### config.mk
export PLATFORM = sky130hd
export DESIGN_NAME = median5_stream_flat
export DESIGN_NICKNAME = d
export VERILOG_FILES = /design/src/rtl/median5_pkg.sv /design/src/rtl/median5_stream_if.sv /design/src/rtl/median5_net.sv /design/src/rtl/median5_stream.sv /design/src/flat_wrapper.sv
export SDC_FILE = /design/constraint.sdc
export NUM_CORES = 1
export LEC_CHECK = 0
export CAP_MARGIN = 0
export CELL_PAD_IN_SITES_DETAIL_PLACEMENT = 0
export CELL_PAD_IN_SITES_GLOBAL_PLACEMENT = 2
export CORE_MARGIN = 4
export CORE_UTILIZATION = 40
export DETAILED_ROUTE_END_ITERATION = 8
export HOLD_SLACK_MARGIN = 0.1
export PLACE_DENSITY = 0.91
export SLEW_MARGIN = 20
export SYNTH_ARGS = -nofsm -noshare
export SYNTH_HDL_FRONTEND = slang
export SYNTH_HIERARCHICAL = 1
export SYNTH_SLANG_ARGS = --single-unit
### constraint.sdc
create_clock -name clock -period 8.2 [get_ports clock]
set_clock_uncertainty 0.05 [all_clocks]
set_input_delay 1.64 -clock clock [delete_from_list [all_inputs] [get_ports clock]]
set_output_delay 1.64 -clock clock [all_outputs]
set_load 0.01 [all_outputs]
### src/rtl/median5_pkg.sv
// Shared constants and types for the 5-tap streaming median filter.
package median5_pkg;

  localparam int WINDOW     = 5;
  localparam int MED_IDX    = 2;
  // After discarding one element known to lie below the median and one known
  // to lie above it, MED_IDX+1 candidates remain for the final pick.
  localparam int STAGE_A_N  = MED_IDX + 1;
  localparam int FILL_CNT_W = 3;

  localparam logic [FILL_CNT_W-1:0] FILL_LAST = FILL_CNT_W'(WINDOW - 1);

  typedef enum logic {
    FILL,
    RUN
  } fill_state_e;

endpackage

### src/rtl/median5_stream_if.sv
// Input and output valid/ready streams of the median filter, bundled together.
interface median5_stream_if #(
  parameter int WIDTH = 16
);

  logic             in_valid;
  logic             in_ready;
  logic [WIDTH-1:0] in_data;
  logic             out_valid;
  logic             out_ready;
  logic [WIDTH-1:0] out_data;

  modport slave (
    input  in_valid,
    input  in_data,
    input  out_ready,
    output in_ready,
    output out_valid,
    output out_data
  );

  modport master (
    output in_valid,
    output in_data,
    output out_ready,
    input  in_ready,
    input  out_valid,
    input  out_data
  );

endinterface

### src/rtl/median5_net.sv
// Combinational 5-input median network, split into two halves for pipelining.
// Define MEDIAN5_SIGNED_EN to compare samples as two's-complement signed.
module median5_net
  import median5_pkg::*;
#(
  parameter int WIDTH = 16
) (
  input  logic [WIDTH-1:0] win        [WINDOW],
  output logic [WIDTH-1:0] stage_a    [STAGE_A_N],
  input  logic [WIDTH-1:0] stage_b_in [STAGE_A_N],
  output logic [WIDTH-1:0] stage_b
);

  function automatic logic less(input logic [WIDTH-1:0] a, input logic [WIDTH-1:0] b);
`ifdef MEDIAN5_SIGNED_EN
    return $signed(a) < $signed(b);
`else
    return a < b;
`endif
  endfunction

  function automatic logic [WIDTH-1:0] vmin(input logic [WIDTH-1:0] a, input logic [WIDTH-1:0] b);
    return less(b, a) ? b : a;
  endfunction

  function automatic logic [WIDTH-1:0] vmax(input logic [WIDTH-1:0] a, input logic [WIDTH-1:0] b);
    return less(a, b) ? b : a;
  endfunction

  logic [WIDTH-1:0] lo_a;
  logic [WIDTH-1:0] hi_a;
  logic [WIDTH-1:0] lo_b;
  logic [WIDTH-1:0] hi_b;

  // Sort two pairs; the smaller low and the larger high can never be the median.
  always_comb begin
    lo_a       = vmin(win[0], win[1]);
    hi_a       = vmax(win[0], win[1]);
    lo_b       = vmin(win[2], win[3]);
    hi_b       = vmax(win[2], win[3]);
    stage_a[0] = vmax(lo_a, lo_b);
    stage_a[1] = vmin(hi_a, hi_b);
    stage_a[2] = win[4];
  end

  logic [WIDTH-1:0] pair_lo;
  logic [WIDTH-1:0] pair_hi;

  always_comb begin
    pair_lo = vmin(stage_b_in[0], stage_b_in[1]);
    pair_hi = vmax(stage_b_in[0], stage_b_in[1]);
    stage_b = vmax(pair_lo, vmin(pair_hi, stage_b_in[2]));
  end

endmodule

### src/rtl/median5_stream.sv
// Streaming sliding-window median of 5 with warm-up suppression and a 2-stage pipeline.
// Comparison signedness follows MEDIAN5_SIGNED_EN (see median5_net).
module median5_stream
  import median5_pkg::*;
#(
  parameter int WIDTH = 16
) (
  input  logic              clock,
  input  logic              reset,
  input  logic              clear,
  median5_stream_if.slave   bus
);

  logic adv;
  logic accept;
  logic complete;

  fill_state_e           state_reg;
  fill_state_e           state_next;
  logic [FILL_CNT_W-1:0] fill_cnt_reg;
  logic [FILL_CNT_W-1:0] fill_cnt_next;

  logic [WIDTH-1:0] window_reg  [WINDOW];
  logic [WIDTH-1:0] window_next [WINDOW];

  logic             job_reg;
  logic             s1_valid_reg;
  logic [WIDTH-1:0] s1_reg [STAGE_A_N];
  logic             out_valid_reg;
  logic [WIDTH-1:0] out_data_reg;

  logic [WIDTH-1:0] stage_a [STAGE_A_N];
  logic [WIDTH-1:0] stage_b;

  assign adv          = !out_valid_reg || bus.out_ready;
  assign bus.in_ready = reset && !clear && adv;
  assign accept       = bus.in_valid && bus.in_ready;

  assign bus.out_valid = out_valid_reg;
  assign bus.out_data  = out_data_reg;

  always_comb begin
    state_next    = state_reg;
    fill_cnt_next = fill_cnt_reg;
    complete      = 1'b0;
    if (clear) begin
      state_next    = FILL;
      fill_cnt_next = '0;
    end else if (accept) begin
      case (state_reg)
        FILL: begin
          if (fill_cnt_reg == FILL_LAST) begin
            state_next = RUN;
            complete   = 1'b1;
          end else begin
            fill_cnt_next = fill_cnt_reg + 1'b1;
          end
        end
        RUN:     complete = 1'b1;
        default: state_next = FILL;
      endcase
    end
  end

  always_ff @(posedge clock or negedge reset) begin
    if (!reset) begin
      state_reg    <= FILL;
      fill_cnt_reg <= '0;
    end else begin
      state_reg    <= state_next;
      fill_cnt_reg <= fill_cnt_next;
    end
  end

  // Newest sample enters at index 0; everything else moves one slot older.
  assign window_next[0] = bus.in_data;
  for (genvar gi = 1; gi < WINDOW; gi++) begin : g_shift
    assign window_next[gi] = window_reg[gi-1];
  end

  always_ff @(posedge clock or negedge reset) begin
    if (!reset) begin
      for (int i = 0; i < WINDOW; i++) window_reg[i] <= '0;
    end else if (accept) begin
      window_reg <= window_next;
    end
  end

  median5_net #(
    .WIDTH (WIDTH)
  ) u_net (
    .win        (window_reg),
    .stage_a    (stage_a),
    .stage_b_in (s1_reg),
    .stage_b    (stage_b)
  );

  // job_reg marks that window_reg now holds a complete window awaiting stage 1.
  always_ff @(posedge clock or negedge reset) begin
    if (!reset) begin
      job_reg       <= 1'b0;
      s1_valid_reg  <= 1'b0;
      for (int i = 0; i < STAGE_A_N; i++) s1_reg[i] <= '0;
      out_valid_reg <= 1'b0;
      out_data_reg  <= '0;
    end else if (clear) begin
      job_reg       <= 1'b0;
      s1_valid_reg  <= 1'b0;
      out_valid_reg <= 1'b0;
    end else if (adv) begin
      job_reg      <= complete;
      s1_valid_reg <= job_reg;
      if (job_reg) begin
        s1_reg <= stage_a;
      end
      out_valid_reg <= s1_valid_reg;
      if (s1_valid_reg) begin
        out_data_reg <= stage_b;
      end
    end
  end

endmodule

### src/flat_wrapper.sv
// flat-port wrapper written by rule: the top's interface ports become plain ports
module median5_stream_flat import median5_pkg::*;
#(
  parameter int WIDTH = 16
)
  (clock, reset, clear, bus_in_valid, bus_in_data, bus_out_ready, bus_in_ready, bus_out_valid, bus_out_data);
  median5_stream_if #(.WIDTH(WIDTH)) bus_i ();
  input  logic clock;
  input  logic reset;
  input  logic clear;
  input wire logic [$bits(bus_i.in_valid)-1:0] bus_in_valid;
  input wire logic [$bits(bus_i.in_data)-1:0] bus_in_data;
  input wire logic [$bits(bus_i.out_ready)-1:0] bus_out_ready;
  output wire logic [$bits(bus_i.in_ready)-1:0] bus_in_ready;
  output wire logic [$bits(bus_i.out_valid)-1:0] bus_out_valid;
  output wire logic [$bits(bus_i.out_data)-1:0] bus_out_data;
  assign bus_i.in_valid = bus_in_valid;
  assign bus_i.in_data = bus_in_data;
  assign bus_i.out_ready = bus_out_ready;
  assign bus_in_ready = bus_i.in_ready;
  assign bus_out_valid = bus_i.out_valid;
  assign bus_out_data = bus_i.out_data;
  median5_stream #(.WIDTH(WIDTH)) u_core (.clock(clock), .reset(reset), .clear(clear), .bus(bus_i));
endmodule
==> run_results.csv <==
group,metric,value,unit
die,coreArea,26100,sq um
layout,fill_cells,2574,
timing,fmax,140,MHz
critical_path,rr_worst_depth,25,
clock_tree,cts_tree,"built",
clock_tree,clockBufferDepth,2,
critical_path,crit_top_cell,"ha_1",
timing,finalSetupViolations,0,
logic_synthesis,synthesis.nets,1275,
global_routing,overflow,0,
logic_synthesis,yosys_warnings,6,
logic_synthesis,synth_edf_count,0,
critical_path,endpoint_kind,"flip-flop",
global_routing,top_usage_layer,"met2",
global_routing,grt_pass1_wl,40500,microns
clock_tree,clk_latency,0.43,ns
critical_path,r2r_setup_slack,1.03,ns
timing,finalMaxSlewViolations,0,
clock_tree,clock_sinks,151,
routing,drc,0,
logic_synthesis,synth_area_leaders,"dfrtp_1 (35%), ha_1 (13%), mux2i_1 (10%), nand2_1 (9.2%), mux2_2 (5.0%)",
global_routing,grt_use_total,0.175,
critical_path,max_stage_delay,0.42,ns
critical_path,arrival,7.42,ns
layout,area_growth,10.4,%
global_routing,met2_usage,0.273,
global_routing,grt_pass1_vias,7687,
timing,holdWs,0.421,ns
timing,post-route-min-period,7.17,ns
placement,hpwl,18300,microns
logic_synthesis,yosysUniqueCellTypes,67,
logic_synthesis,synth-seq-cells,151,
logic_synthesis,async_flop_share,1.00,
routing,ant_nets,0,
routing,drt_iter0_drc,432,
routing,drt-pass1-iter-count,6,
global_routing,use_met3,0.0238,
timing,fin_crit_sh,0.874,
global_routing,grt_max_degree,83,
layout,largest_reg_flops,64,
clock_tree,cts_root_buffer,"clkbuf_16",
placement,dp.cells,1469,
placement,placed_area,11200,sq um
placement,gp_routability_congestion,0.849,
min_path,hp-class,"reg -> reg",
logic_synthesis,yosys.area.top_type_share,0.355,
timing,rsz0062_at_grt,"no",
logic_synthesis,netlist_area,10600,sq um
timing,hold_viol,0,
critical_path,worstPathRequired,8.45,ns
logic_synthesis,syn-mean-instance-area,9.31,sq um
layout,drive_above_1_share,0.117,
critical_path,r2r-end,"u_core/bus.out_data[7]$_DFFE_PN0P_",
routing,vias,7673,
clock_tree,cts_setup_buffers,0,
layout,n_antenna_cell,0,
layout,fin_area,11800,sq um
job,cap_violations,0,
die,io_pins,39,
global_routing,met1_usage,0.254,
pwr,p_per_area,366,nW/um^2
die,die_w,171,microns
critical_path,crit_type,"reg -> reg",
die,die_area,29300,sq um
critical_path,reg2reg_from,"u_core/s1_reg[27]$_DFFE_PN0P_",
logic_synthesis,yosysTopAreaCell,"dfrtp_1",
die,core.rowCount,59,
die,die_y,171,microns
global_routing,antenna_found_initial,0,
pwr,cellLeakagePower,0.00618,uW
logic_synthesis,syn_inst,1144,
clock_tree,cts_buffers,17,
min_path,min_path_cells,2,
die,initial_core_util,0.407,
clock_tree,clk_pin_slew_worst_paths,0.07,ns
min_path,hold_path_startpoint,"u_core/window_reg[12]$_DFFE_PN0P_",
timing,finalSetupTns,0,ns
routing,routedWlPerCell,16.4,microns
layout,fin_cells,1501,
critical_path,cp-start-kind,"flip-flop",
critical_path,crit_slowest_cell,"a221oi_1",
timing,relSlewSlack,0.337,
outcome,status,"finished clean",
clock_tree,cts-resized-gates,0,
critical_path,critPathMaxFanout,10,
routing,wirelength,24600,microns
pwr,ir_worst_vdd,0.281,mV
logic_synthesis,synth_flop_cell,"dfrtp_1",
routing,vias_per_cell,5.11,
layout,final_nets,1284,
timing,worstMarginPinSlew,0.994,ns
clock_tree,cts.hold.buffers_added,0,
placement,portBuffers,38,
logic_synthesis,ys_seq_area_frac,0.355,
min_path,whs_endpoint,"u_core/window_reg[12]$_DFFE_PN0P_",
clock_tree,h-tree-depth,4,
## through the flow
| stage | setup slack, ns | power, uW | util |
|---|---|---|---|
| after floorplan | 2.12 | 3080 | - |
| after global placement | 1.24 | 3500 | 0.427 |
| after detailed placement | 1.09 | 3520 | 0.427 |
| after CTS | 1.03 | 4350 | 0.450 |
| after global routing | 0.488 | 4630 | 0.450 |
| final | 1.03 | 4310 | 0.450 |
## cell type report
cell class | instances | area [sq um] | area share
Clock buffer | 22 | 494 | 0.0420
Clock inverter | 10 | 109 | 0.00926
Inverter | 116 | 435 | 0.0370
Multi-Input combinational cell | 818 | 6060 | 0.515
Sequential cell | 151 | 3780 | 0.321
Tap cell | 335 | 419 | 0.0356
Timing Repair Buffer | 49 | 464 | 0.0395
## logic make-up after synthesis
| logic type | synth area share |
|---|---|
| multiplexers | 0.197 |
| adder cells (fa/ha/maj) | 0.129 |
| XOR/XNOR | 0.000823 |
| buffers and inverters | 0.0777 |
| flip-flops | 0.355 |
| AND/OR/NAND/NOR | 0.152 |
| AO/OA/AOI/OAI | 0.0883 |
## cells in the mapped netlist (2+ instances only)
library cell	number
mux2_1	2
nand2_1	262
buf_6	7
o21a_1	4
a31oi_4	2
a31o_1	2
dfrtp_1	151
mux2i_1	109
nor3_1	4
a221oi_1	4
o21ai_0	9
nand2b_1	2
clkbuf_1	14
nor2b_1	6
a211oi_1	4
nand3_1	12
o2111ai_1	3
a21o_1	16
mux2_2	47
o22ai_1	2
or3_1	6
ha_1	110
and2_1	4
a21oi_1	65
nand4_1	17
and4_1	4
o211ai_1	4
buf_4	22
nor2_1	44
inv_1	115
buf_2	15
and3_1	4
mux2_4	30
o21ai_1	9
## worst max-delay path by stage
stage / startpoint / end / cells after the start
2_1_floorplan: u_core/s1_reg[31]$_DFFE_PN0P_ / u_core/bus.out_data[10]$_DFFE_PN0P_ / 28
3_3_place_gp: u_core/s1_reg[27]$_DFFE_PN0P_ / u_core/bus.out_data[14]$_DFFE_PN0P_ / 25
3_5_place_dp: u_core/s1_reg[27]$_DFFE_PN0P_ / u_core/bus.out_data[7]$_DFFE_PN0P_ / 25
4_1_cts: u_core/s1_reg[27]$_DFFE_PN0P_ / u_core/bus.out_data[7]$_DFFE_PN0P_ / 25
5_1_grt: u_core/s1_reg[27]$_DFFE_PN0P_ / u_core/bus.out_data[15]$_DFFE_PN0P_ / 25
6_report: u_core/s1_reg[27]$_DFFE_PN0P_ / u_core/bus.out_data[7]$_DFFE_PN0P_ / 25
## worst max-delay path, delay by kind of cell (launching register included)
family / cells / cell delay (ns)
compound gates: 12 / 3.09
flops: 1 / 0.40
buf+inv: 3 / 0.65
fa+ha+maj: 3 / 0.89
mux: 4 / 1.05
simple gates: 3 / 0.91
## layout by cell type (no fill, tap or decap), types with 3 or more instances in the layout
master and n:
nor2_1 44, nor2b_1 6, buf_4 11, nand4_1 17
inv_6 3, mux2_2 47, or3_1 6, mux2_4 30
o2111ai_1 3, o21a_1 4, a21o_1 16, o211ai_1 4
nor3_1 4, o21ai_1 9, dfrtp_1 151, a211oi_1 4
clkdlybuf4s50_1 37, nand2_1 262, inv_1 115, and4_1 4
o21ai_0 9, nand3_1 11, a21oi_1 65, and2_1 4
clkbuf_8 5, ha_1 110, clkbuf_16 17, a221oi_1 4
and3_1 3, mux2i_1 109
## per-layer routing
layer	vias to the layer above	routed length, microns	part of all wire
li1	3915	-	-
met1	3648	12600	0.51
met2	95	11000	0.45
met3	15	651	0.026
met4	0	354	0.014
met5	-	0	0
## power by group
group	switching, uW	total [uW]	internal, uW
logic	1400	2520	1120
registers	128	978	851
clock network	339	805	466
total	1870	4310	2440
Note: power is estimated with default switching activity, not from simulation.
